### config.mk
export PLATFORM = sky130hd
export DESIGN_NAME = pb_field_sequencer
export DESIGN_NICKNAME = d
export VERILOG_FILES = /design/src/rtl/pb_field_sequencer.sv
export SDC_FILE = /design/constraint.sdc
export NUM_CORES = 1
export LEC_CHECK = 0
export CORE_UTILIZATION = 42
export CTS_CLUSTER_SIZE = 16
export DETAILED_ROUTE_END_ITERATION = 8
export PLACE_DENSITY_LB_ADDON = 0.3
export SLEW_MARGIN = 20
export SYNTH_ARGS = -nofsm -noshare
export SYNTH_HDL_FRONTEND = slang
export SYNTH_SLANG_ARGS = --single-unit
### constraint.sdc
create_clock -name clk -period 1.8 [get_ports clk]
set_clock_uncertainty 0.15 [all_clocks]
set_input_delay 0.36 -clock clk [delete_from_list [all_inputs] [get_ports clk]]
set_output_delay 0.36 -clock clk [all_outputs]
set_load 0.005 [all_outputs]
### src/rtl/pb_field_sequencer.sv
// Protobuf field sequencer: latches a field request, samples the header/varint
// encoders for one cycle, then streams header and value bytes on an 8-bit valid/ready port.
module pb_field_sequencer #(
  parameter int unsigned CNT_W = 16
) (
  input  logic              clk,
  input  logic              reset,
  input  logic              req_valid,
  output logic              req_ready,
  input  logic [28:0]       req_field_id,
  input  logic [4:0]        req_field_type,
  input  logic [63:0]       req_value,
  input  logic              req_last,
  output logic [28:0]       enc_field_id,
  output logic [4:0]        enc_field_type,
  output logic [63:0]       enc_value,
  input  logic [39:0]       enc_hdr,
  input  logic [79:0]       enc_val,
  output logic              out_valid,
  input  logic              out_ready,
  output logic [7:0]        out_data,
  output logic              out_last,
  output logic              msg_done,
  output logic [CNT_W-1:0]  msg_len,
  output logic              enc_err
);

  localparam int unsigned HDR_B = 5;
  localparam int unsigned VAL_B = 10;

  typedef enum logic [1:0] {S_IDLE, S_LOAD, S_HDR, S_VAL} state_t;

  state_t             r_state;
  logic [39:0]        r_hdr_sr;
  logic [79:0]        r_val_sr;
  logic [2:0]         r_hdr_cnt;
  logic [3:0]         r_val_cnt;
  logic               r_last;
  logic [CNT_W-1:0]   r_cnt;

  logic [2:0]         w_hdr_len;
  logic [3:0]         w_val_len;
  logic               w_hdr_err;
  logic               w_val_err;
  logic               w_beat;
  logic [CNT_W-1:0]   w_cnt_inc;

  assign req_ready = (r_state == S_IDLE) && !reset;
  assign w_beat    = out_valid && out_ready;
  assign w_cnt_inc = (r_cnt == '1) ? r_cnt : r_cnt + 1'b1;

  // Length = index of the lowest byte without a continuation bit, plus one.
  always_comb begin
    w_hdr_len = 3'(HDR_B);
    w_hdr_err = 1'b1;
    for (int k = int'(HDR_B) - 1; k >= 0; k--) begin
      if (!enc_hdr[8*k+7]) begin
        w_hdr_len = 3'(k + 1);
        w_hdr_err = 1'b0;
      end
    end
    w_val_len = 4'(VAL_B);
    w_val_err = 1'b1;
    for (int k = int'(VAL_B) - 1; k >= 0; k--) begin
      if (!enc_val[8*k+7]) begin
        w_val_len = 4'(k + 1);
        w_val_err = 1'b0;
      end
    end
  end

  always_ff @(posedge clk) begin
    if (reset) begin
      r_state        <= S_IDLE;
      r_hdr_sr       <= '0;
      r_val_sr       <= '0;
      r_hdr_cnt      <= '0;
      r_val_cnt      <= '0;
      r_last         <= 1'b0;
      r_cnt          <= '0;
      enc_field_id   <= '0;
      enc_field_type <= '0;
      enc_value      <= '0;
      out_valid      <= 1'b0;
      out_data       <= '0;
      out_last       <= 1'b0;
      msg_done       <= 1'b0;
      msg_len        <= '0;
      enc_err        <= 1'b0;
    end else begin
      msg_done <= 1'b0;
      if (w_beat) r_cnt <= w_cnt_inc;
      case (r_state)
        S_IDLE: begin
          if (req_valid) begin
            enc_field_id   <= req_field_id;
            enc_field_type <= req_field_type;
            enc_value      <= req_value;
            r_last         <= req_last;
            r_state        <= S_LOAD;
          end
        end
        S_LOAD: begin
          r_hdr_sr  <= enc_hdr;
          r_val_sr  <= enc_val;
          r_hdr_cnt <= w_hdr_len;
          r_val_cnt <= w_val_len;
          enc_err   <= enc_err | w_hdr_err | w_val_err;
          out_valid <= 1'b1;
          out_data  <= enc_hdr[7:0];
          out_last  <= 1'b0;
          r_state   <= S_HDR;
        end
        S_HDR: begin
          if (w_beat) begin
            if (r_hdr_cnt == 3'd1) begin
              out_data <= r_val_sr[7:0];
              out_last <= r_last && (r_val_cnt == 4'd1);
              r_state  <= S_VAL;
            end else begin
              r_hdr_sr  <= r_hdr_sr >> 8;
              r_hdr_cnt <= r_hdr_cnt - 3'd1;
              out_data  <= r_hdr_sr[15:8];
            end
          end
        end
        S_VAL: begin
          if (w_beat) begin
            if (r_val_cnt == 4'd1) begin
              out_valid <= 1'b0;
              out_data  <= '0;
              out_last  <= 1'b0;
              r_state   <= S_IDLE;
              // Message boundary: publish saturated total and restart the count.
              if (r_last) begin
                msg_len  <= w_cnt_inc;
                r_cnt    <= '0;
                msg_done <= 1'b1;
              end
            end else begin
              r_val_sr  <= r_val_sr >> 8;
              r_val_cnt <= r_val_cnt - 4'd1;
              out_data  <= r_val_sr[15:8];
              out_last  <= r_last && (r_val_cnt == 4'd2);
            end
          end
        end
        default: r_state <= S_IDLE;
      endcase
    end
  end

endmodule

==> flow_metrics.tcl <==
set metrics [dict create \
    ff_latch_area_um2 5305 \
    drt-met1-wl_um 16010 \
    worst_setup_path_start_kind "flip-flop" \
    setup_viol 120 \
    drive_gt1_share_pct 22.11 \
    fin_crit_ps 2088 \
    die_w_um 166.1 \
    drt_pass1_iterations 9 \
    setup.worst_path.start "r_val_cnt[1]$_SDFFE_PP0P_" \
    worstPathArrival_ps 2360 \
    ir_worst_vdd_uv 1077 \
    path_delay_family "buffers and inverters" \
    grt_overflow 0 \
    cts_sinks 264 \
    area_growth_pct 61.93 \
    r2r_start "r_val_cnt[1]$_SDFFE_PP0P_" \
    critPathCapture "r_val_sr[27]$_SDFFE_PP0P_" \
    dp_hpwl_um 25280 \
    critPathMaxFanout 6 \
    synth_nets 1538 \
    cp_common_cell "buf_4" \
    async_flop_share_pct 0 \
    start_util_pct 43.13 \
    finalWirelength_um 39950 \
    synth-seq-cells 264 \
    grt_max_degree 131 \
    yosysTopAreaCell "dfxtp_1" \
    place_congestion 0.8515 \
    power_density_nw_per_um2 1322 \
    holdWs_ps 135.9 \
    synth_edf_count 0 \
    worst_path_max_delay_cell "dfxtp_2" \
    finalHoldViolations 0 \
    grt_pass1_vias 10980 \
    worstMarginPinSlew_ps 791.5 \
    synth_area_leaders "dfxtp_1 47%, mux2i_1 9.3%, nand2_1 8.4%, a211oi_1 7.2%, a21oi_1 6.3%" \
    routed_via_density 5.459 \
    r2r_cells 10 \
    ys.flop_type "dfxtp_1" \
    slew_viol_final 0 \
    htree_levels 1 \
    fillCellCount 1926 \
    violations "design-rule violations, negative setup slack" \
    synth_top_area_share_pct 46.76 \
    die_h_um 166.1 \
    routed-via-count 11480 \
    met2_length_um 19680 \
    cts_buffer_depth 3 \
    r2r_end "r_val_sr[27]$_SDFFE_PP0P_" \
    yosys_warnings 0 \
    root_buffer "clkbuf_16" \
    fin_ws_ps -288.0 \
    syn_area_um2 11300 \
    synth_common_cells "264 x dfxtp_1, 252 x nand2_1, 142 x a21oi_1" \
    cp.depth 10 \
    relSlewSlack_pct 47.23 \
    top_layer_used "met5" \
    row_count 59 \
    status "finished with violations" \
    drc_errors 9 \
    syn_avg_cell_area_um2 8.668 \
    rsz0062_at_grt "true" \
    maxCapViolCount 0 \
    clk-insertion-delay-late_ps 540 \
    r2r_slack_ps -290 \
    ys_types 65 \
    path_cells "inv_2 > ha_4 > nor3b_4 > buf_4 > o31ai_4 > buf_4 > buf_6 > buf_12 > nor2_1 > a211oi_1" \
    critical_path.max_stage_delay_ps 340 \
    dieArea_um2 27570 \
    syn_inst 1304 \
    crit_required_ps 2080 \
    wl_met3_um 2977 \
    cts_tree "yes" \
    ant_nets 0 \
    io_buffers 349 \
    utilization_pct 69.84 \
    min-delay-path-class "in2reg" \
    wl_per_cell_um 19.00 \
    min_period_over_period_pct 116.0 \
    p_leak_uw 0.007201 \
    grt_usage_pct 25.85 \
    grt_pass1_wl_um 58120 \
    path_clk_slew_ps 70 \
    max_freq_mhz 478.9 \
    cts_hold_buf 0 \
    setup.worst_path.end_class "flip-flop" \
    worstSetupPathType "reg2reg" \
    cts_made_buffers 29 \
    num_io_pins 350 \
    multi_input_area_um2 6191 \
    grt_antenna_before_repair 5 \
    yosysMostFrequentCell "dfxtp_1" \
    coreArea_um2 26210 \
    crit_buf_inv 5 \
    first_iter_violations 928 \
    yosysSeqAreaShare_pct 46.76 \
    fin_nets 1975 \
]
-- how the worst min path moves through the flow --
stage | end | from | cells past startpoint
after floorplan | r_hdr_sr[32]$_SDFFE_PP0P_ | r_hdr_sr[32]$_SDFFE_PP0P_ | 2
after global placement | r_hdr_sr[32]$_SDFFE_PP0P_ | r_hdr_sr[32]$_SDFFE_PP0P_ | 2
after detailed placement | enc_field_id[17]$_SDFFE_PP0P_ | enc_field_id[17]$_SDFFE_PP0P_ | 2
after CTS | msg_len[4]$_SDFFE_PP0P_ | reset | 3
after global routing | msg_len[9]$_SDFFE_PP0P_ | reset | 3
final | msg_len[7]$_SDFFE_PP0P_ | reset | 3
-- what timing repair did --
| item | 4_1_cts | 5_1_grt |
|---|---|---|
| pin swaps | 29 | 55 |
| setup endpoints to repair | 258 | 157 |
| resized for setup | 205 | 144 |
| hold endpoints to repair | 0 | 0 |
| cloned | 7 | 14 |
| setup buffers | 15 | 18 |
-- where the power goes --
| part | switching [µW] | total [µW] | leakage (µW) | internal, µW |
|---|---|---|---|---|
| combinational | 4630 | 9630 | 0.00455 | 5010 |
| clock | 2500 | 6040 | 0.000475 | 3550 |
| sequential | 1080 | 8520 | 0.00217 | 7450 |
| total | 8200 | 24200 | 0.00720 | 16000 |
-- tightest hold or removal path: stages --
cell      delay, ps
clkbuf_8        140
buf_4           230
a211oi_2         50
-- cell usage in the layout (no fill, tap or decap), types with 28 or more instances in the layout --
master,synthesis,final
nor2_1,127,110
dlygate4sd2_1,0,125
buf_12,0,30
clkbuf_16,0,38
a211oi_2,0,58
clkdlybuf4s50_1,0,221
mux2i_1,105,98
buf_6,1,28
dfxtp_1,264,248
a211oi_1,108,49
buf_4,2,90
nand2_1,252,249
a21oi_1,142,131
-- metal layers --
metal / GRT usage (%) / vias up
li1: - / 5474
met4: 8.696 / 2
met1: 31.57 / 5480
met2: 44.73 / 449
met3: 5.863 / 76
met5: 0 / -
-- flip-flops by register name (all words and copies together) (netlist names) --
register        count
r_state             2
r_val_cnt           4
msg_done            1
enc_err             1
r_hdr_cnt           3
r_hdr_sr           32
enc_field_id       29
out_valid           1
enc_value          64
out_data            8
out_last            1
r_val_sr           80
r_cnt              16
msg_len            16
r_last              1
enc_field_type      5
-- cell type report --
cell class,count,share of cell area (%)
Multi-Input combinational cell,918,33.82
Timing Repair Buffer,515,29.23
Sequential cell,264,28.98
Clock buffer,40,4.573
Tap cell,335,2.290
Clock inverter,14,0.7656
Inverter,13,0.2803
Antenna cell,4,0.05469
-- cell families (layout without fill, tap and decap cells) --
kind of cell | after synthesis | after routing | synth area share (%)
xor+xnor | 8 | 8 | 0.6199
mux | 112 | 112 | 9.996
buf+inv | 122 | 582 | 4.627
compound gates | 309 | 309 | 17.64
fa+ha+maj | 11 | 11 | 1.218
other cells | 0 | 4 | 0
simple gates | 478 | 478 | 19.14
flops | 264 | 264 | 46.76
-- stage by stage --
| stage | TNS [ps] | total power, µW | instances | instance area (µm²) | worst slack [ps] |
|---|---|---|---|---|---|
| after floorplan | -176.6 | 12190 | 1304 | 11350 | -24.98 |
| after global placement | -36970 | 15650 | 1997 | 16000 | -305.3 |
| after detailed placement | -45300 | 15930 | 1997 | 16000 | -442.2 |
| after CTS | -15240 | 22730 | 2072 | 17410 | -200.9 |
| after global routing | -25180 | 25410 | 2103 | 18300 | -359.0 |
| final | -14400 | 24200 | 2103 | 18300 | -288.0 |
Power figures use the tool's default switching activity.
